--- src/rtl/parking_gate_controller_pkg.sv ---
// Shared types for the parking lane/gate controller.
// FSM state encoding and lane direction constants.
package parking_gate_controller_pkg;

  typedef enum logic [1:0] {
    IDLE  = 2'd0,
    OPEN  = 2'd1,
    CLOSE = 2'd2
  } state_t;

  localparam logic DIR_ENTRY = 1'b0;
  localparam logic DIR_EXIT  = 1'b1;

endpackage

--- src/rtl/parking_gate_controller_gate_timer.sv ---
// Loadable down-counter shared by the open timeout and close delay.
// Expired flags the last cycle of a loaded interval.
module gate_timer #(
  parameter int W = 6
) (
  input  logic         clk,
  input  logic         res,
  input  logic         load,
  input  logic [W-1:0] load_val,
  output logic [W-1:0] value,
  output logic         expired
);

  always_ff @(posedge clk or posedge res) begin
    if (res) begin
      value <= '0;
    end else if (load) begin
      value <= load_val;
    end else if (value != '0) begin
      value <= value - 1'b1;
    end
  end

  assign expired = (value <= W'(1));

endmodule

--- src/rtl/parking_gate_controller.sv ---
// Shared-lane gate sequencer: entry/exit arbitration,
// open timeout, close delay and occupancy tracking.
module parking_gate_controller
  import parking_gate_controller_pkg::*;
#(
  parameter int CAPACITY     = 100,
  parameter int COUNT_W      = 14,
  parameter int OPEN_TIMEOUT = 32,
  parameter int CLOSE_CYCLES = 4
) (
  input  logic               clk,
  input  logic               res,
  input  logic               entry_req,
  input  logic               exit_req,
  input  logic               pass_done,
  output logic               gate_open,
  output logic               dir,
  output logic               entry_grant,
  output logic               exit_grant,
  output logic               timeout_err,
  output logic [COUNT_W-1:0] occupancy,
  output logic               lot_full
);

  localparam int TMR_MAX =
    (OPEN_TIMEOUT > CLOSE_CYCLES) ? OPEN_TIMEOUT : CLOSE_CYCLES;
  localparam int TMR_W = $clog2(TMR_MAX + 1);
  localparam logic [COUNT_W:0] CAP_V = (COUNT_W + 1)'(CAPACITY);

  state_t             state, state_n;
  logic               last_dir, last_n;
  logic               gate_n, dir_n;
  logic               eg_n, xg_n, to_n;
  logic [COUNT_W-1:0] occ_n;
  logic               t_load;
  logic [TMR_W-1:0]   t_val;
  logic [TMR_W-1:0]   t_value;
  logic               t_expired;
  logic               ent_ok, pick_exit, pick_entry;

  gate_timer #(.W(TMR_W)) u_timer (
    .clk      (clk),
    .res      (res),
    .load     (t_load),
    .load_val (t_val),
    .value    (t_value),
    .expired  (t_expired)
  );

  // Exit wins a tie only when entry was served last
  assign ent_ok     = entry_req && !lot_full;
  assign pick_exit  = exit_req && (!ent_ok || last_dir == DIR_ENTRY);
  assign pick_entry = ent_ok && !pick_exit;

  always_comb begin
    state_n = state;
    gate_n  = gate_open;
    dir_n   = dir;
    last_n  = last_dir;
    eg_n    = 1'b0;
    xg_n    = 1'b0;
    to_n    = 1'b0;
    occ_n   = occupancy;
    t_load  = 1'b0;
    t_val   = '0;
    unique case (state)
      IDLE: begin
        unique case (1'b1)
          pick_exit: begin
            state_n = OPEN;
            gate_n  = 1'b1;
            dir_n   = DIR_EXIT;
            last_n  = DIR_EXIT;
            xg_n    = 1'b1;
            t_load  = 1'b1;
            t_val   = TMR_W'(OPEN_TIMEOUT);
          end
          pick_entry: begin
            state_n = OPEN;
            gate_n  = 1'b1;
            dir_n   = DIR_ENTRY;
            last_n  = DIR_ENTRY;
            eg_n    = 1'b1;
            t_load  = 1'b1;
            t_val   = TMR_W'(OPEN_TIMEOUT);
          end
          default: ;
        endcase
      end
      OPEN: begin
        if (pass_done || t_expired) begin
          state_n = CLOSE;
          gate_n  = 1'b0;
          t_load  = 1'b1;
          t_val   = TMR_W'(CLOSE_CYCLES);
        end
        if (pass_done) begin
          if (dir == DIR_ENTRY) begin
            if (occupancy != '1) occ_n = occupancy + COUNT_W'(1);
          end else begin
            if (occupancy != '0) occ_n = occupancy - COUNT_W'(1);
          end
        end else if (t_expired) begin
          to_n = 1'b1;
        end
      end
      CLOSE: begin
        if (t_expired) state_n = IDLE;
      end
      default: state_n = IDLE;
    endcase
  end

  always_ff @(posedge clk or posedge res) begin
    if (res) begin
      state       <= IDLE;
      gate_open   <= 1'b0;
      dir         <= DIR_ENTRY;
      last_dir    <= DIR_EXIT;
      entry_grant <= 1'b0;
      exit_grant  <= 1'b0;
      timeout_err <= 1'b0;
      occupancy   <= '0;
      lot_full    <= (CAPACITY == 0);
    end else begin
      state       <= state_n;
      gate_open   <= gate_n;
      dir         <= dir_n;
      last_dir    <= last_n;
      entry_grant <= eg_n;
      exit_grant  <= xg_n;
      timeout_err <= to_n;
      occupancy   <= occ_n;
      lot_full    <= ({1'b0, occ_n} >= CAP_V);
    end
  end

endmodule

--- config.mk ---
export PLATFORM = sky130hd
export DESIGN_NAME = parking_gate_controller
export DESIGN_NICKNAME = d
export VERILOG_FILES = /design/src/rtl/parking_gate_controller_pkg.sv /design/src/rtl/parking_gate_controller_gate_timer.sv /design/src/rtl/parking_gate_controller.sv
export SDC_FILE = /design/constraint.sdc
export NUM_CORES = 1
export LEC_CHECK = 0
export CORE_ASPECT_RATIO = 0.6
export CORE_MARGIN = 1
export CORE_UTILIZATION = 50
export CTS_BUF_LIST = sky130_fd_sc_hd__clkbuf_8
export CTS_CLUSTER_DIAMETER = 200
export DETAILED_ROUTE_END_ITERATION = 7
export PLACE_DENSITY_LB_ADDON = 0.12
export SLEW_MARGIN = 40
export SYNTH_ARGS = -nofsm -noshare
export SYNTH_HDL_FRONTEND = slang
export SYNTH_SLANG_ARGS = --single-unit
--- constraint.sdc ---
create_clock -name clk -period 5.9 [get_ports clk]
set_input_delay 1.18 -clock clk [delete_from_list [all_inputs] [get_ports clk]]
set_output_delay 1.18 -clock clk [all_outputs]
set_load 0.01 [all_outputs]
==> flow_summary.json <==
{
  "fin_crit_ns": 3.245,
  "tightest_slew_ns": 0.5960,
  "drt-wirelength-per-cell_um": 17.04,
  "fp.coreArea_um2": 3303,
  "synth_cells": 196,
  "dieArea_um2": 3757,
  "cp.depth": 8,
  "use_met2_pct": 39.82,
  "grt_max_degree": 30,
  "cp_slowest_cell": "clkdlybuf4s50_1",
  "portBuffers": 24,
  "antenna_found_initial": 0,
  "criticalPathCategory": "in -> reg",
  "placed_cell_area_um2": 2023,
  "drtAntennaViolNets": 0,
  "path_buf_inv": 1,
  "synth_area_um2": 1754,
  "gp_congestion": 0.9493,
  "ys_types": 48,
  "syn_to_final_growth_pct": 21.97,
  "grt_use_met1_pct": 39.65,
  "maxSlewHeadroom_pct": 60.21,
  "routed_via_density": 6.206,
  "chipWidth_um": 78.47,
  "synth_area_per_cell_um2": 8.950,
  "cts_tree": "yes",
  "nets": 230,
  "numCtsBuffers": 5,
  "reg2reg_depth": 8,
  "largest_reg_flops": 14,
  "dp_hpwl_um": 3328,
  "ir_drop_mv": 0.3178,
  "status": "completed",
  "synth_warnings": 0,
  "cp-end-kind": "flip-flop",
  "die-height_um": 47.88,
  "cp.arrival_ns": 3.39,
  "required_ns": 6.05,
  "critPathMaxStageDelay_ns": 0.57,
  "hold_path_depth": 2,
  "first_pass_iters": 5,
  "largest_registers": "occupancy (14), u_timer.value (6), state (2)",
  "cts_root_buffer": "clkbuf_8",
  "ctsResizeCount": 0,
  "leakagePower_nw": 0.8957,
  "rsz0062_at_grt": "false",
  "cts_buffer_depth": 2,
  "fin_area_um2": 2140,
  "grt-busiest-layer": "met2",
  "first_iter_violations": 135,
  "clk_latency_ns": 0.28,
  "async_flop_share_pct": 100.0,
  "synth-main-ff-cell": "dfrtp_1",
  "cpLargestDelayFamily": "simple AND/OR/NAND/NOR gates",
  "overflow": 0,
  "start_util_pct": 53.11,
  "setup_tns_ns": 0,
  "regMostFlops": "occupancy",
  "met3_usage_pct": 9.333,
  "post_cts_buffers": 0,
  "worstSetupStartpointType": "primary input",
  "hold_viol": 0,
  "totalWireLength_um": 4549,
  "htree_levels": 2,
  "grt_usage_pct": 27.57,
  "power.density_nw_per_um2": 555.2,
  "ioPinCount": 25,
  "finalSetupViolations": 0,
  "clock_skew_ns": 0.007421,
  "path_max_fanout": 7,
  "grt_pass1_vias": 1451,
  "drc": 0,
  "num_rows": 16,
  "ctsHoldBuffers": 0,
  "hold_class": "reg -> reg",
  "grt_pass1_wl_um": 7376,
  "synth_edf_count": 0,
  "drive_gt1_share_pct": 7.658,
  "syn-num-nets": 205,
  "antenna_cells": 0,
  "vias": 1657,
  "cp_cell_sequence": "clkdlybuf4s50_1, and4bb_2, nand2b_1, o32ai_1, nand2_1, xnor2_1, nor3_1, nand3_1",
  "ys_ff_latch": 29,
  "seq_area_frac_synth_pct": 41.44,
  "post-route-period-util_pct": 55.00,
  "fin_cells": 267,
  "maxSlewViolCount": 0,
  "clock.fmax_mhz": 308.2,
  "cts_num_sinks": 29,
  "drv_cap": 0,
  "path_clk_slew_ns": 0.07,
  "place_inst": 259
}
-- Yosys cell counts (all sizes together) (2+ instances only) --
master | n | area, um2
dfrtp | 28 | 700.7
nand2 | 27 | 101.4
nor2 | 14 | 52.55
nor3 | 13 | 65.06
inv | 10 | 37.54
o21ai | 10 | 50.04
nand3 | 7 | 35.03
xnor2 | 7 | 61.31
nand4 | 6 | 37.54
or3 | 5 | 31.28
xor2 | 5 | 43.79
a21oi | 4 | 20.02
and4 | 4 | 35.03
ha | 4 | 50.05
nand4b | 4 | 35.03
nor4 | 4 | 40.04
a211oi | 3 | 22.52
buf | 3 | 15.01
clkbuf | 3 | 12.51
mux2 | 3 | 33.78
nand2b | 3 | 18.77
nor2b | 3 | 18.77
and3b | 2 | 17.52
o22ai | 2 | 12.51
o31ai | 2 | 15.01
-- cell families (layout without fill, tap and decap cells) --
| group | count (synthesis) | count (layout) | synth area share, % |
|---|---|---|---|
| simple gates | 101 | 101 | 32.24 |
| compound gates | 30 | 30 | 11.27 |
| flops | 29 | 29 | 41.44 |
| buf+inv | 16 | 42 | 3.709 |
| xor+xnor | 12 | 12 | 5.991 |
| fa+ha+maj | 4 | 4 | 2.853 |
| mux | 4 | 4 | 2.496 |
-- report_power, final --
group / leakage, nW / switching (W) / total, W / internal [W]
Clock: 0.0626 / 0.0000770 / 0.000213 / 0.000136
Combinational: 0.475 / 0.000266 / 0.000520 / 0.000254
Sequential: 0.358 / 0.000169 / 0.000455 / 0.000286
-- layout make-up --
class / instances / area, um2
fillers: 266 / 1164
multi-input cells: 151 / 962.2
well taps: 45 / 56.30
clock buffers: 6 / 82.58
flip-flops and latches: 29 / 726.9
clock inverters: 2 / 33.78
inverters: 10 / 37.54
repair buffers: 24 / 240.2
-- cell usage in the layout (no fill, tap or decap), types with 2 or more instances in the layout --
cell / count
dfrtp_1: 28
nand2_1: 27
clkdlybuf4s50_1: 24
nor2_1: 14
nor3_1: 13
inv_1: 10
o21ai_0: 9
nand3_1: 7
xnor2_1: 7
nand4_1: 6
clkbuf_8: 6
or3_1: 5
xor2_1: 5
and4_1: 4
nand4b_1: 4
a21oi_1: 4
ha_1: 4
nor2b_1: 3
nand2b_1: 3
mux2_2: 3
nor4_1: 3
a211oi_1: 3
o31ai_1: 2
o22ai_1: 2
and3b_1: 2
-- path summary, 6_finish.rpt --
kind | slack (ns) | from | to
hold / removal | 0.47 | last_dir | last_dir
max in group asynchronous | 4.21 | res | occupancy[2]
min in group asynchronous | 1.29 | res | occupancy[13]
hold reg to reg | 0.47 | last_dir | last_dir
setup / recovery | 2.65 | pass_done | lot_full
setup reg to reg | 3.31 | occupancy[0] | lot_full
-- through the flow --
step	total power [W]	utilization [%]	hold slack [ns]	worst slack [ns]
after floorplan	0.0007442	-	0.4465	3.417
after global placement	0.0009526	61.25	0.4552	2.394
after detailed placement	0.0009631	61.25	0.4595	2.414
after CTS	0.001185	64.77	0.4702	2.701
after global routing	0.001279	64.77	0.5070	2.616
final	0.001188	64.77	0.4681	2.655
-- routing by layer --
metal  vias up  share of wire, %
met1       799                47
met4         0              0.75
met5         -                 0
met2        93                42
met3         6                10
li1        759                 -
-- tightest hold or removal path, delay by kind of cell, from the launching register on --
family | cells | cell delay, ns
and+or+nand+nor | 2 | 0.09
DFF | 1 | 0.37
Power figures use the tool's default switching activity.
